$ cat config.mk
export PLATFORM = sky130hd
export DESIGN_NAME = sar_conv_sequencer
export DESIGN_NICKNAME = d
export VERILOG_FILES = /design/src/rtl/sar_conv_sequencer.sv
export SDC_FILE = /design/constraint.sdc
export NUM_CORES = 1
export LEC_CHECK = 0
export CAP_MARGIN = 20
export CORE_MARGIN = 5
export CORE_UTILIZATION = 53
export CTS_CLUSTER_DIAMETER = 50
export DETAILED_ROUTE_END_ITERATION = 8
export GPL_ROUTABILITY_DRIVEN = 0
export GPL_TIMING_DRIVEN = 0
export PLACE_DENSITY = 0.85
export SLEW_MARGIN = 25
export SYNTH_ARGS = -nofsm -noshare
export SYNTH_HDL_FRONTEND = slang
export SYNTH_SLANG_ARGS = --single-unit
$ cat constraint.sdc
create_clock -name i_clk -period 6.15 [get_ports i_clk]
set_input_delay 1.23 -clock i_clk [delete_from_list [all_inputs] [get_ports i_clk]]
set_output_delay 1.23 -clock i_clk [all_outputs]
set_load 0.01 [all_outputs]
$ cat src/rtl/sar_conv_sequencer.sv
// SAR ADC conversion sequencer: round-robin request arbitration, mux steering,
// settle/convert timing with timeout, and a valid/ready result port.
//
// state     | meaning
// ----------+------------------------------------------------------------
// S_IDLE    | backend in load, waiting for any request
// S_SETTLE  | mux switched, o_start held low while the input settles
// S_CONVERT | o_start high, waiting for i_eoc or the timeout
// S_RESULT  | o_valid high, result held until i_ready
module sar_conv_sequencer #(
  parameter int ADC_RESOLUTION = 10,
  parameter int NUM_CH         = 4,
  parameter int SETTLE_CYCLES  = 4,
  parameter int TIMEOUT_CYCLES = 16
) (
  input  logic                      i_clk,
  input  logic                      i_rstn,
  input  logic [NUM_CH-1:0]         i_req,
  output logic [NUM_CH-1:0]         o_gnt,
  output logic [$clog2(NUM_CH)-1:0] o_ch_sel,
  output logic                      o_start,
  input  logic                      i_eoc,
  input  logic [ADC_RESOLUTION-1:0] i_a2d,
  output logic [ADC_RESOLUTION-1:0] o_data,
  output logic [$clog2(NUM_CH)-1:0] o_data_ch,
  output logic                      o_valid,
  input  logic                      i_ready,
  output logic                      o_err,
  output logic                      o_busy
);

  localparam int CH_W    = $clog2(NUM_CH);
  localparam int CNT_MAX = (SETTLE_CYCLES > TIMEOUT_CYCLES) ? SETTLE_CYCLES : TIMEOUT_CYCLES;
  localparam int CNT_W   = $clog2(CNT_MAX + 1);

  typedef enum logic [1:0] {S_IDLE, S_SETTLE, S_CONVERT, S_RESULT} state_t;

  state_t            r_state;
  logic [CNT_W-1:0]  r_cnt;
  logic [CH_W-1:0]   r_ptr;

  logic [NUM_CH-1:0] w_rot;
  logic              w_any;
  logic [CH_W-1:0]   w_off;
  logic [CH_W-1:0]   w_idx;
  logic [CH_W-1:0]   w_ptr_nxt;
  logic [CH_W:0]     w_sum;
  logic [CH_W:0]     w_inc;

  // Rotate requests so bit 0 is the pointer position; lowest set bit wins.
  assign w_rot = NUM_CH'({i_req, i_req} >> r_ptr);
  assign w_any = |i_req;

  always_comb begin
    w_off = '0;
    for (int i = NUM_CH - 1; i >= 0; i--) begin
      if (w_rot[i]) w_off = CH_W'(i);
    end
    w_sum = {1'b0, r_ptr} + {1'b0, w_off};
    if (w_sum >= (CH_W+1)'(NUM_CH)) w_sum = w_sum - (CH_W+1)'(NUM_CH);
    w_idx     = w_sum[CH_W-1:0];
    w_inc     = {1'b0, w_idx} + (CH_W+1)'(1);
    w_ptr_nxt = (w_inc == (CH_W+1)'(NUM_CH)) ? '0 : w_inc[CH_W-1:0];
  end

  always_ff @(posedge i_clk or negedge i_rstn) begin
    if (!i_rstn) begin
      r_state   <= S_IDLE;
      r_cnt     <= '0;
      r_ptr     <= '0;
      o_gnt     <= '0;
      o_ch_sel  <= '0;
      o_start   <= 1'b0;
      o_data    <= '0;
      o_data_ch <= '0;
      o_valid   <= 1'b0;
      o_err     <= 1'b0;
      o_busy    <= 1'b0;
    end else begin
      o_gnt <= '0;
      case (r_state)
        S_IDLE: begin
          o_start <= 1'b0;
          if (w_any) begin
            o_gnt    <= {{(NUM_CH-1){1'b0}}, 1'b1} << w_idx;
            o_ch_sel <= w_idx;
            r_ptr    <= w_ptr_nxt;
            r_cnt    <= CNT_W'(SETTLE_CYCLES);
            o_busy   <= 1'b1;
            r_state  <= S_SETTLE;
          end
        end
        S_SETTLE: begin
          // Grant cycle plus SETTLE_CYCLES further cycles with o_start low.
          if (r_cnt == '0) begin
            o_start <= 1'b1;
            r_cnt   <= CNT_W'(TIMEOUT_CYCLES - 1);
            r_state <= S_CONVERT;
          end else begin
            r_cnt <= r_cnt - CNT_W'(1);
          end
        end
        S_CONVERT: begin
          if (i_eoc) begin
            o_data    <= i_a2d;
            o_data_ch <= o_ch_sel;
            o_err     <= 1'b0;
            o_valid   <= 1'b1;
            o_start   <= 1'b0;
            r_state   <= S_RESULT;
          end else if (r_cnt == '0) begin
            o_data    <= '0;
            o_data_ch <= o_ch_sel;
            o_err     <= 1'b1;
            o_valid   <= 1'b1;
            o_start   <= 1'b0;
            r_state   <= S_RESULT;
          end else begin
            r_cnt <= r_cnt - CNT_W'(1);
          end
        end
        S_RESULT: begin
          if (i_ready) begin
            o_valid <= 1'b0;
            o_busy  <= 1'b0;
            r_state <= S_IDLE;
          end
        end
        default: r_state <= S_IDLE;
      endcase
    end
  end

endmodule
==> metrics <==
most common cell in the synthesized netlist dfrtp_1; relative slew slack 55.15%; TritonCTS clock tree yes; clock buffer depth 2; initial antenna violation count 0; Syn. warnings 0; top cells by count, synth dfrtp_1 (31), a22o_1 (12), nand2_1 (12), ha_1 (10), nor2_1 (10); WHS Path Cells 1; H-Tree Depth 2; Worst Path Required 6.36 ns; Buffers on Ports 39; via count 1,376; cell area after layout 2140 um^2; final-report max-slew violation count 0; vias in the first global route 1,366; layout cells sized above 1 10.05%; top cell type's share of synthesized area 47.18%; biggest area consumer among synthesized cells dfrtp_1; antenna viol nets, final 0; outcome finished clean; # rows 20; critical setup path kind input pin to flip-flop; first-pass GRT wire length 6.382 mm; setup slack after layout 2.650 ns; global router's overall resource usage 19.99%; First-pass DRT Iterations 4; post-synthesis cell count 152; Critical Path Source Type input pin; dpl cell area 2071 um^2; setup repair bufs after CTS 0; Max-cap violations 0; CTS resizes 0; leakage 0.9605 nW; CTS sink cnt 31; Die W 65.70 um; Flop pwr share 31.2%; Worst-Margin Slew 0.6728 ns; Switching Power 0.4724 mW; R2R cell count 12; crit path DAT 3.71 ns; share of total power in combinational logic 57.3%; largest net degree at the start of global routing 32; Pint 0.6999 mW; Area Growth Syn to Fin 30.14%; routed wire length 3.905 mm; CTS Hold Bufs 0; worst skew pair latency 0.33 ns; count of cell types in the netlist 36; Min-Delay Path Class flip-flop to flip-flop; #FFs+latches synth 31; DRC viols 0; Initial Utilization 54.75%; EDFF count, synth 0; core area 3003 um^2; Initial DRC Count 65; Die H 65.70 um; sequential area share after synthesis 47.18%; CTS root buf clkbuf_4; RSZ-0062 raised after global routing false; synthesized area per cell 10.82 um^2; routed len/inst 16.83 um; Worst Skew 0.003747 ns; peak supply drop 261.7 uV; Peak Freq 0.2858 GHz; I/O pin count 40; worst slack at placement 2.309 ns; Total Power 1.172 mW; Post-Syn Area 1644 um^2; Critical Path End Type flip-flop; Hold Vio Cnt, Final 0; ant diodes 0; syn nets 180; Clock transition at path regs 0.09 ns; switching portion of total power 40.29%; post-route setup TNS 0 ns; crit path time final 3.500 ns; final setup fails 0; number of buffers created by CTS 5; crit share post-route 56.90%; Pwr per Cell Area 547.9 nW/um^2; DP Wirelength 2.875 mm; final layout net count 226; crit path max fanout 7; die area 4316 um^2; grt ovf 0; ys flop type dfrtp_1; fraction of registers with async set/reset 100.0%; vias per cell 5.931; Synth area leaders dfrtp_1 (47%), ha_1 (7.6%), a22o_1 (6.4%), nand2_1 (2.7%), mux2i_1 (2.4%); clock share of power 11.5%
## flip-flops by register name (all words and copies together), names as in the netlist
signal,count
o_valid,1
o_err,1
o_data,10
o_busy,1
r_ptr,2
o_ch_sel,2
r_cnt,5
o_start,1
r_state,2
o_gnt,4
o_data_ch,2
## final timing paths
kind,start,to,slack (ns)
setup reg to reg,r_ptr[1],r_ptr[1],3.69
setup / recovery,i_req[0],r_ptr[1],2.65
hold / removal,o_data[1],o_data[1],0.51
max in group asynchronous,i_rstn,o_data[2],4.80
hold reg to reg,o_data[1],o_data[1],0.51
min in group asynchronous,i_rstn,r_cnt[2],0.92
## power groups by stage
stage	clock network, mW	registers [mW]	logic, mW
after floorplan	0	0.386	0.397
after global placement	0	0.360	0.630
after detailed placement	0	0.368	0.664
after CTS	0.139	0.365	0.673
after global routing	0.147	0.379	0.736
final	0.135	0.365	0.672
## stage by stage
| stage | hold slack [ns] | cells | util (%) |
|---|---|---|---|
| 2_1_floorplan | 0.5242 | 152 | - |
| 3_3_place_gp | 0.4825 | 224 | 69.13 |
| 3_5_place_dp | 0.4878 | 224 | 68.96 |
| 6_report | 0.5139 | 232 | 71.25 |
| 5_1_grt | 0.5187 | 232 | 71.25 |
| 4_1_cts | 0.5135 | 232 | 71.25 |
## per-layer routing
metal / track usage, % / wire length [um]
met5: 0 / 0
met4: 9.067 / 75
met3: 6.667 / 286
met2: 34.29 / 2036
met1: 22.19 / 1506
## cell usage in the layout, fill, tap and decap left out, types with 2 or more instances in the layout
master           instances
and2_1                   4
inv_1                    9
nor3_1                   2
a22o_1                  12
clkbuf_4                 5
nor4_2                   2
o21ai_0                  7
ha_1                    10
o211ai_1                 5
nand2b_1                 5
nor2_1                  10
clkbuf_8                 2
nor2b_1                  2
o31a_1                   2
mux2_2                   3
nand2_1                 12
a21oi_1                  7
or2b_1                   2
dfrtp_1                 31
clkdlybuf4s50_1         38
clkbuf_1                 4
mux2i_1                  4
xor2_1                   2
o2bb2ai_1                3
## final cells by class
class	count	area, um^2
repair buffers	39	385.4
inverters	9	33.78
multi-input cells	108	818.3
clock buffers	8	68.82
well taps	33	41.29
plain buffers	4	16.27
flip-flops and latches	31	775.7
fillers	215	863.3
## cell families (layout without fill, tap and decap cells)
group	after synthesis	in the layout	share of synthesized area, %
AO/OA/AOI/OAI	42	42	19.10
XOR/XNOR	2	2	1.066
adder cells (fa/ha/maj)	10	10	7.610
buffers and inverters	13	60	3.044
flip-flops	31	31	47.18
multiplexers	7	7	4.490
AND/OR/NAND/NOR	47	47	17.50
## worst max-delay path, cell delays in order
cell and delay, ns:
clkdlybuf4s50_1 0.61, inv_1 0.09, o21ai_0 0.16, a21oi_1 0.08, o31a_1 0.31, ha_1 0.20
xor2_1 0.16, and4_4 0.22, or2_1 0.23, ha_1 0.28, nand2_1 0.05, o21ai_0 0.08
Power figures use the tool's default switching activity.
